**src/rtl/alu_pkg.sv**
```systemverilog
// Shared opcode encodings, FSM state encoding and op-class helper for the multi-cycle ALU.
package alu_pkg;

   localparam logic [3:0] ALU_AND   = 4'b0000;
   localparam logic [3:0] ALU_OR    = 4'b0001;
   localparam logic [3:0] ALU_ADD   = 4'b0010;
   localparam logic [3:0] ALU_XOR   = 4'b0011;
   localparam logic [3:0] ALU_SLL   = 4'b0100;
   localparam logic [3:0] ALU_SLT   = 4'b0101;
   localparam logic [3:0] ALU_SUB   = 4'b0110;
   localparam logic [3:0] ALU_SLTU  = 4'b0111;
   localparam logic [3:0] ALU_SRL   = 4'b1000;
   localparam logic [3:0] ALU_SRA   = 4'b1001;
   localparam logic [3:0] ALU_MUL   = 4'b1010;
   localparam logic [3:0] ALU_MULHU = 4'b1011;
   localparam logic [3:0] ALU_DIVU  = 4'b1100;
   localparam logic [3:0] ALU_REMU  = 4'b1101;
   localparam logic [3:0] ALU_DIV   = 4'b1110;
   localparam logic [3:0] ALU_REM   = 4'b1111;

   typedef enum logic [1:0] {
      ST_IDLE  = 2'd0,
      ST_BUSY  = 2'd1,
      ST_FIXUP = 2'd2,
      ST_DONE  = 2'd3
   } alu_state_e;

   function automatic logic is_muldiv(input logic [3:0] op);
      return op[3] && (op[2] || op[1]);
   endfunction

endpackage

```
**src/rtl/alu_muldiv_iter.sv**
```systemverilog
// Iterative shift-add multiplier / restoring divider with sign fixup; one step per cycle.
// Only built when ALU_MC_MULDIV_EN is defined.
`ifdef ALU_MC_MULDIV_EN
module alu_muldiv_iter
   import alu_pkg::*;
#(
   parameter int XLEN = 32
) (
   input  logic            clk,
   input  logic            reset,
   input  logic            start_i,
   input  logic [3:0]      op_i,
   input  logic [XLEN-1:0] a_i,
   input  logic [XLEN-1:0] b_i,
   output logic            last_o,
   output logic            done_o,
   output logic [XLEN-1:0] result_o
);
   localparam int CNT_W = $clog2(XLEN);

   logic             active_q, active_d, done_q, done_d, qneg_q, qneg_d, rneg_q, rneg_d;
   logic [CNT_W-1:0] cnt_q, cnt_d;
   logic [3:0]       op_q, op_d;
   logic [XLEN-1:0]  hi_q, hi_d, lo_q, lo_d, opnd_q, opnd_d;
   logic [XLEN-1:0]  a_mag, b_mag, rem_nx;
   logic [XLEN:0]    mul_sum, rem_sh;
   logic             sgn, ge;

   assign sgn     = (op_i == ALU_DIV) || (op_i == ALU_REM);
   assign a_mag   = (sgn && a_i[XLEN-1]) ? -a_i : a_i;
   assign b_mag   = (sgn && b_i[XLEN-1]) ? -b_i : b_i;
   // hi holds the partial product (mul) or the partial remainder (div); lo the multiplier / quotient
   assign mul_sum = {1'b0, hi_q} + (lo_q[0] ? {1'b0, opnd_q} : '0);
   assign rem_sh  = {hi_q, lo_q[XLEN-1]};
   assign ge      = rem_sh >= {1'b0, opnd_q};
   assign rem_nx  = ge ? XLEN'(rem_sh - {1'b0, opnd_q}) : rem_sh[XLEN-1:0];
   assign last_o  = active_q && (cnt_q == '0);
   assign done_o  = done_q;

   always_comb begin
      active_d = active_q;
      done_d   = last_o;
      cnt_d    = cnt_q;
      op_d     = op_q;
      hi_d     = hi_q;
      lo_d     = lo_q;
      opnd_d   = opnd_q;
      qneg_d   = qneg_q;
      rneg_d   = rneg_q;
      if (start_i) begin
         active_d = 1'b1;
         done_d   = 1'b0;
         cnt_d    = CNT_W'(XLEN - 1);
         op_d     = op_i;
         hi_d     = '0;
         if (op_i[2]) begin
            lo_d   = a_mag;
            opnd_d = b_mag;
         end else begin
            lo_d   = b_i;
            opnd_d = a_i;
         end
         qneg_d = sgn && (a_i[XLEN-1] ^ b_i[XLEN-1]);
         rneg_d = sgn && a_i[XLEN-1];
      end else if (active_q) begin
         if (op_q[2]) begin
            hi_d = rem_nx;
            lo_d = {lo_q[XLEN-2:0], ge};
         end else begin
            hi_d = mul_sum[XLEN:1];
            lo_d = {mul_sum[0], lo_q[XLEN-1:1]};
         end
         if (cnt_q == '0) active_d = 1'b0;
         else             cnt_d    = cnt_q - 1'b1;
      end
   end

   always_comb begin
      case (op_q)
         ALU_MULHU, ALU_REMU: result_o = hi_q;
         ALU_DIV:             result_o = qneg_q ? -lo_q : lo_q;
         ALU_REM:             result_o = rneg_q ? -hi_q : hi_q;
         default:             result_o = lo_q;
      endcase
   end

   always_ff @(posedge clk) begin
      if (reset) begin
         active_q <= 1'b0;
         done_q   <= 1'b0;
         cnt_q    <= '0;
         op_q     <= '0;
         hi_q     <= '0;
         lo_q     <= '0;
         opnd_q   <= '0;
         qneg_q   <= 1'b0;
         rneg_q   <= 1'b0;
      end else begin
         active_q <= active_d;
         done_q   <= done_d;
         cnt_q    <= cnt_d;
         op_q     <= op_d;
         hi_q     <= hi_d;
         lo_q     <= lo_d;
         opnd_q   <= opnd_d;
         qneg_q   <= qneg_d;
         rneg_q   <= rneg_d;
      end
   end
endmodule
`endif

```
**src/rtl/alu_mc.sv**
```systemverilog
// Multi-cycle ALU with valid/ready handshake and registered result/zero.
// ALU_MC_MULDIV_EN builds the iterative mul/div path; otherwise ops 1010-1111 return 0.
//
// state | meaning
// IDLE  | waiting for a request
// BUSY  | iterative mul/div stepping
// FIXUP | sign correction and result select
// DONE  | result valid, held until out_ready
module alu_mc
   import alu_pkg::*;
#(
   parameter int XLEN    = 32,
   parameter int SHAMT_W = $clog2(XLEN)
) (
   input  logic            clk,
   input  logic            reset,
   input  logic            in_valid,
   output logic            in_ready,
   input  logic [3:0]      alu_control,
   input  logic [XLEN-1:0] a,
   input  logic [XLEN-1:0] b,
   output logic            out_valid,
   input  logic            out_ready,
   output logic [XLEN-1:0] result,
   output logic            zero,
   output logic            busy
);
   alu_state_e         state_q, state_d;
   logic [XLEN-1:0]    result_q, result_d, alu_y;
   logic               zero_q, zero_d, accept, slow_op;
   logic [SHAMT_W-1:0] shamt;

   assign shamt     = b[SHAMT_W-1:0];
   assign in_ready  = (state_q == ST_IDLE) || ((state_q == ST_DONE) && out_ready);
   assign accept    = in_valid && in_ready;
   assign out_valid = (state_q == ST_DONE);
   assign result    = result_q;
   assign zero      = zero_q;

`ifdef ALU_MC_MULDIV_EN
   localparam logic [XLEN-1:0] MOST_NEG = {1'b1, {(XLEN-1){1'b0}}};

   logic            div_op, div_by_zero, div_ovf, md_last, md_done;
   logic [XLEN-1:0] md_result;

   assign div_op      = alu_control[3] && alu_control[2];
   assign div_by_zero = div_op && (b == '0);
   assign div_ovf     = div_op && alu_control[1] && (a == MOST_NEG) && (b == '1);
   // divide special cases take the single-cycle path
   assign slow_op     = is_muldiv(alu_control) && !div_by_zero && !div_ovf;
   assign busy        = (state_q == ST_BUSY) || (state_q == ST_FIXUP);

   alu_muldiv_iter #(.XLEN(XLEN)) u_muldiv (
      .clk      (clk),
      .reset    (reset),
      .start_i  (accept && slow_op),
      .op_i     (alu_control),
      .a_i      (a),
      .b_i      (b),
      .last_o   (md_last),
      .done_o   (md_done),
      .result_o (md_result)
   );
`else
   assign slow_op = 1'b0;
   assign busy    = 1'b0;
`endif

   always_comb begin
      alu_y = '0;
      case (alu_control)
         ALU_AND:  alu_y = a & b;
         ALU_OR:   alu_y = a | b;
         ALU_ADD:  alu_y = a + b;
         ALU_XOR:  alu_y = a ^ b;
         ALU_SLL:  alu_y = a << shamt;
         ALU_SLT:  alu_y = {{(XLEN-1){1'b0}}, ($signed(a) < $signed(b))};
         ALU_SUB:  alu_y = a - b;
         ALU_SLTU: alu_y = {{(XLEN-1){1'b0}}, (a < b)};
         ALU_SRL:  alu_y = a >> shamt;
         ALU_SRA:  alu_y = $signed(a) >>> shamt;
`ifdef ALU_MC_MULDIV_EN
         ALU_DIVU: alu_y = '1;
         ALU_REMU: alu_y = a;
         ALU_DIV:  alu_y = (b == '0) ? '1 : a;
         ALU_REM:  alu_y = (b == '0) ? a : '0;
`endif
         default:  alu_y = '0;
      endcase
   end

   always_comb begin
      state_d  = state_q;
      result_d = result_q;
      zero_d   = zero_q;
      if (accept) begin
         if (slow_op) begin
            state_d = ST_BUSY;
         end else begin
            state_d  = ST_DONE;
            result_d = alu_y;
            zero_d   = (alu_y == '0);
         end
      end else begin
         case (state_q)
`ifdef ALU_MC_MULDIV_EN
            ST_BUSY:  if (md_last) state_d = ST_FIXUP;
            ST_FIXUP: if (md_done) begin
               state_d  = ST_DONE;
               result_d = md_result;
               zero_d   = (md_result == '0);
            end
`endif
            ST_DONE:  if (out_ready) state_d = ST_IDLE;
            default:  ;
         endcase
      end
   end

   always_ff @(posedge clk) begin
      if (reset) begin
         state_q  <= ST_IDLE;
         result_q <= '0;
         zero_q   <= 1'b0;
      end else begin
         state_q  <= state_d;
         result_q <= result_d;
         zero_q   <= zero_d;
      end
   end
endmodule

```
**config.mk**
```make
export PLATFORM = sky130hd
export DESIGN_NAME = alu_mc
export DESIGN_NICKNAME = d
export VERILOG_FILES = /design/src/rtl/alu_pkg.sv /design/src/rtl/alu_muldiv_iter.sv /design/src/rtl/alu_mc.sv
export SDC_FILE = /design/constraint.sdc
export NUM_CORES = 1
export LEC_CHECK = 0
export BUFFER_PORTS_ARGS = -buffer_cell sky130_fd_sc_hd__buf_2
export CAP_MARGIN = 20
export CORE_MARGIN = 2
export CORE_UTILIZATION = 45
export CTS_CLUSTER_DIAMETER = 50
export CTS_CLUSTER_SIZE = 30
export DETAILED_ROUTE_END_ITERATION = 6
export GPL_TIMING_DRIVEN = 0
export SYNTH_ARGS = -nofsm -noshare
export SYNTH_HDL_FRONTEND = slang
export SYNTH_HIERARCHICAL = 1
export SYNTH_SLANG_ARGS = --single-unit
```
**constraint.sdc**
```tcl
create_clock -name clk -period 6.56 [get_ports clk]
set_clock_uncertainty 0.2 [all_clocks]
set_input_delay 1.64 -clock clk [delete_from_list [all_inputs] [get_ports clk]]
set_output_delay 1.64 -clock clk [all_outputs]
set_load 0.01 [all_outputs]
```
# == Word level (Yosys, flattened, before mapping) ==
# Index checks and enable logic that the tools add are counted.
# word_totals
in_bits,72
rom_bits,0
word_cells,36
mem_bits_rw,0
latch_bits,0
ff_bits,35
memories,0
# classes
order_cmp,2
muxes,4
n_bitwise,3
multipliers,0
n_eq_ne,10
addsub,2
n_shift,3
n_div,0
n_reduce_logical,9
# ops
cell,count
32-bit one-hot mux with 10 select lines,1
32-bit < comparator,2
32-bit adder,1
32-bit bitwise AND,1
32-bit zero test,1
32-bit OR,1
32-bit by 5-bit left shift with 32-bit output,1
32-bit by 5-bit >> shifter with 32-bit output,1
32-bit by 5-bit >>> shifter with 32-bit output,1
32-bit subtractor,1
32-bit bitwise XOR,1
"4-bit by 3-bit == test with 1-bit output, second input constant",4
"4-bit by 2-bit == test with 1-bit output, second input constant",2
"4-bit == test, second input constant",2
2-bit 2-to-1 mux,3
"4-bit by 1-bit == test with 1-bit output, second input constant",1
4-bit zero test,1
2-bit nonzero test,2
"2-bit == test, second input constant",1
1-bit logical AND,2
2-bit zero test,1
2-bit AND reduction,1
1-bit logical OR,1

# == Depth between registers and ports, before layout ==
# depth
ltp_word,6
depth_mapped,16
depth_no_buf,15

# == Worst setup path after synthesis ==
# Ideal clock, no wire load.
# synth_path
path_type,input-to-reg
startpoint,in b[2]
endpoint,reg zero_q (netlist: zero)
n_path_buf,3
t_arrival_ns,5.677
t_required_ns,6.272
slack_ns,0.595
setup_ns,0.088
path_stages,15
cell_sequence,inv_2 buf_1 clkbuf_1 ha_1 buf_2 or4_4 a211oi_1 nor3_1 a221o_1 a21oi_1 or4b_1 or4_1 nor4_1 nand4b_1 o32ai_2
# synth_via
elab_chain_cells,3
elab_cells_between_ends,12
cone_classes,add/sub (2); order compare (2); shift (3); mux (1); bitwise (3); reduce/logical (1)
# synth_lines
element,line,text
"start, declared",alu_mc.sv:21,"input logic [XLEN-1:0] b,"
32-bit subtractor (tied with other cells),alu_mc.sv:78,ALU_SUB: alu_y = a - b;
32-bit one-hot mux with 10 select lines *,alu_mc.sv:71,case (alu_control)
32-bit zero test *,alu_mc.sv:102,zero_d = (alu_y == '0);
"end signal, assigned",alu_mc.sv:128,zero_q <= zero_d;
"end, declared",alu_mc.sv:30,"logic zero_q, zero_d, accept, slow_op;"
# Every way passes the cells marked *; elsewhere a longest branch is shown, timed or not.
# A chain may end at the register's enable or synchronous reset.

# == Worst setup path after layout ==
# layout_path
startpoint,in b[4]
endpoint,reg zero_q (netlist: zero)
# Same word-level chain as after synthesis.

==> results.toml <==
[run_status]
status = "complete, no violations"

[grt]
grt_pass1_wl_mm = 83.5
antenna_found_initial = 0
grt_max_degree = 13
grt_usage_pct = 46.1
grt_remaining_overflow = 0
grt_pass1_vias = 12200

[clocking]
cts_tree = "yes"
cts_buffer_depth = 2
root_buffer = "clkbuf_16"
clk_latency_ps = 280
clk_pin_slew_worst_paths_ps = 60
cts_hold_buf = 0
h-tree-depth = 2
clock-sinks = 34
cts_inserted_buffers = 5
post_cts_buffers = 0

[place]
io_buffers = 106
placedCellCount = 1875
dp_hpwl_mm = 47.1
gp_congestion = 1.12
placed_cell_area_um2 = 11600
place_ws_ps = -963

[drt]
viasPerCell = 7.19
drtIter0Drc = 1994
vias = 13500
wire_per_inst_um = 30.8
drc = 0
ant_nets = 0
wl_mm = 58.1
dr.pass1.iters = 7

[finish]
n_antenna_cell = 0
final_util_pct = 50.6
fillers = 2426
area_growth_pct = 11.2
drive_above_1_share_pct = 16.0
stdcell_area_um2 = 11800
nNetsFinal = 1738
regArea_um2 = 681
multi_input_area_um2 = 9140
instances_no_fill = 1883

[timing]
hold_violations = 0
fin_crit_sh_pct = 98.4
finalSetupTns_ps = 0
whs_ps = 252
drv_slew = 0
relSlewSlack_pct = 18.2
worst_slew_pin_slew_ps = 1210
rsz0062_at_grt = "no"
finalSetupViolations = 0
final.setup.worst_slack_ps = 103
max_freq_mhz = 155
min_period_ps = 6460

[synth]
netlist_area_um2 = 10600
synth_flop_cell = "dfxtp_1"
syn-num-nets = 1622
synth_top_area_cell = "ha_1"
synth_edf_count = 0
syn-instance-count = 1447
ys_types = 92
syn_avg_cell_area_um2 = 7.34
ys_top_cells_by_area = "ha_1, mux4_2, dfxtp_1"
synth_top_area_share_pct = 11.9
ys_seq_area_share_pct = 6.41
ys_ff_latch = 34
yosysWarnings = 6
async_reset_ff_share_pct = 0

[setup_path]
crit_path_start_kind = "input pin"
criticalPathCategory = "input pin to flip-flop"
arrival_ps = 6460
crit_fanout = 11
required_ps = 6560
cp-end-kind = "flip-flop"

[floorplanning]
fp.coreArea_um2 = 23300
die_area_um2 = 24800
start_util_pct = 45.5
die_x_um = 158
io_pins = 108
num_rows = 56
die_h_um = 158

[worst_hold_path]
hold_class = "flip-flop to flip-flop"

[power]
finalPower_mw = 1.49
ir_drop_mv = 0.107
powerDensity_nw_per_um2 = 126
p_leak_nw = 4.91

[flow_run]
cap_violations = 0
where the power goes:
part	internal, mW	switching, mW	total, mW
logic	0.340	0.678	1.02
registers	0.225	0.00838	0.233
clock network	0.151	0.0916	0.242
total	0.716	0.778	1.49
cell usage after synthesis, types with 9 or more instances:
master and number:
a211oi_1 35, a21o_1 10, a21oi_1 102, a221o_1 13, a221oi_1 11, a22oi_1 15, a311oi_1 9, a31oi_1 15
and2_1 11, buf_1 11, buf_2 21, clkbuf_1 72, dfxtp_1 34, ha_1 101, inv_1 97, mux2_2 18
mux2i_1 47, mux4_2 46, nand2_1 134, nand2b_1 21, nand3_1 35, nand4_1 19, nor2_1 144, nor2b_1 19
nor3_1 44, nor4_1 12, o211ai_1 23, o21ai_0 71, o221ai_1 17, o22ai_1 22, o31ai_1 22, or3_1 11
xnor2_1 9
worst max-delay path: stages:
cell and delay, ps:
buf_2 140, inv_1 80, clkbuf_1 590, ha_1 360, clkbuf_1 210, a21o_1 260, a221oi_4 400, o21ai_0 200
a311o_1 410, nor3_1 420, o211a_1 290, nand4_1 110, or4_1 560, nor4_2 290, nand4b_1 190, o32ai_2 290
timing repair:
action                     in CTS  in global routing
setup endpoints to repair       4                  2
gates resized for setup         7                 13
pin swaps                       0                  2
cell type report:
class / count / area share [%]
clock buffers: 7 / 1.21
plain buffers: 111 / 4.31
inverters: 99 / 3.15
flip-flops and latches: 34 / 5.76
multi-input cells: 1201 / 77.4
well taps: 319 / 3.38
clock inverters: 1 / 0.0424
repair buffers: 111 / 4.73
worst paths after layout:
check | from | endpoint | slack, ps | depth (start not counted)
worst min-delay path | result[14] | result[14] | 250 | 2
worst max register to register | state_q[0] | zero | 3090 | 10
worst max-delay path | b[4] | zero | 100 | 16
worst min register to register | result[14] | result[14] | 250 | 2
sequential cells by signal, summed over array words and instances, names as in the netlist:
name,flops
state_q,1
result,32
zero,1
logic make-up (layout without fill, tap and decap cells):
group | after synthesis | count (layout) | synth area share [%]
multiplexers | 120 | 120 | 18.3
flip-flops | 34 | 34 | 6.41
buffers and inverters | 212 | 329 | 8.28
XOR/XNOR | 11 | 11 | 0.907
AND/OR/NAND/NOR | 494 | 494 | 22.4
adder cells (fa/ha/maj) | 103 | 103 | 12.3
other | 1 | 1 | 0.0353
AO/OA/AOI/OAI | 472 | 472 | 31.4
layer usage:
metal	routed length [um]	global-route usage, %	part of all wire (%)
met2	23600	66.9	41
met4	4010	22.6	6.9
met5	0	0	0
met3	7150	12.8	12
met1	23400	62.6	40
placed cells by master (no fill, tap or decap), types with 42 or more instances in the layout:
cell type,count
a21oi_1,101
buf_2,130
clkbuf_1,70
ha_1,101
inv_1,97
mux2i_1,47
mux4_2,46
nand2_1,134
nor2_1,144
nor3_1,42
o21ai_0,70
Power figures use the tool's default switching activity.
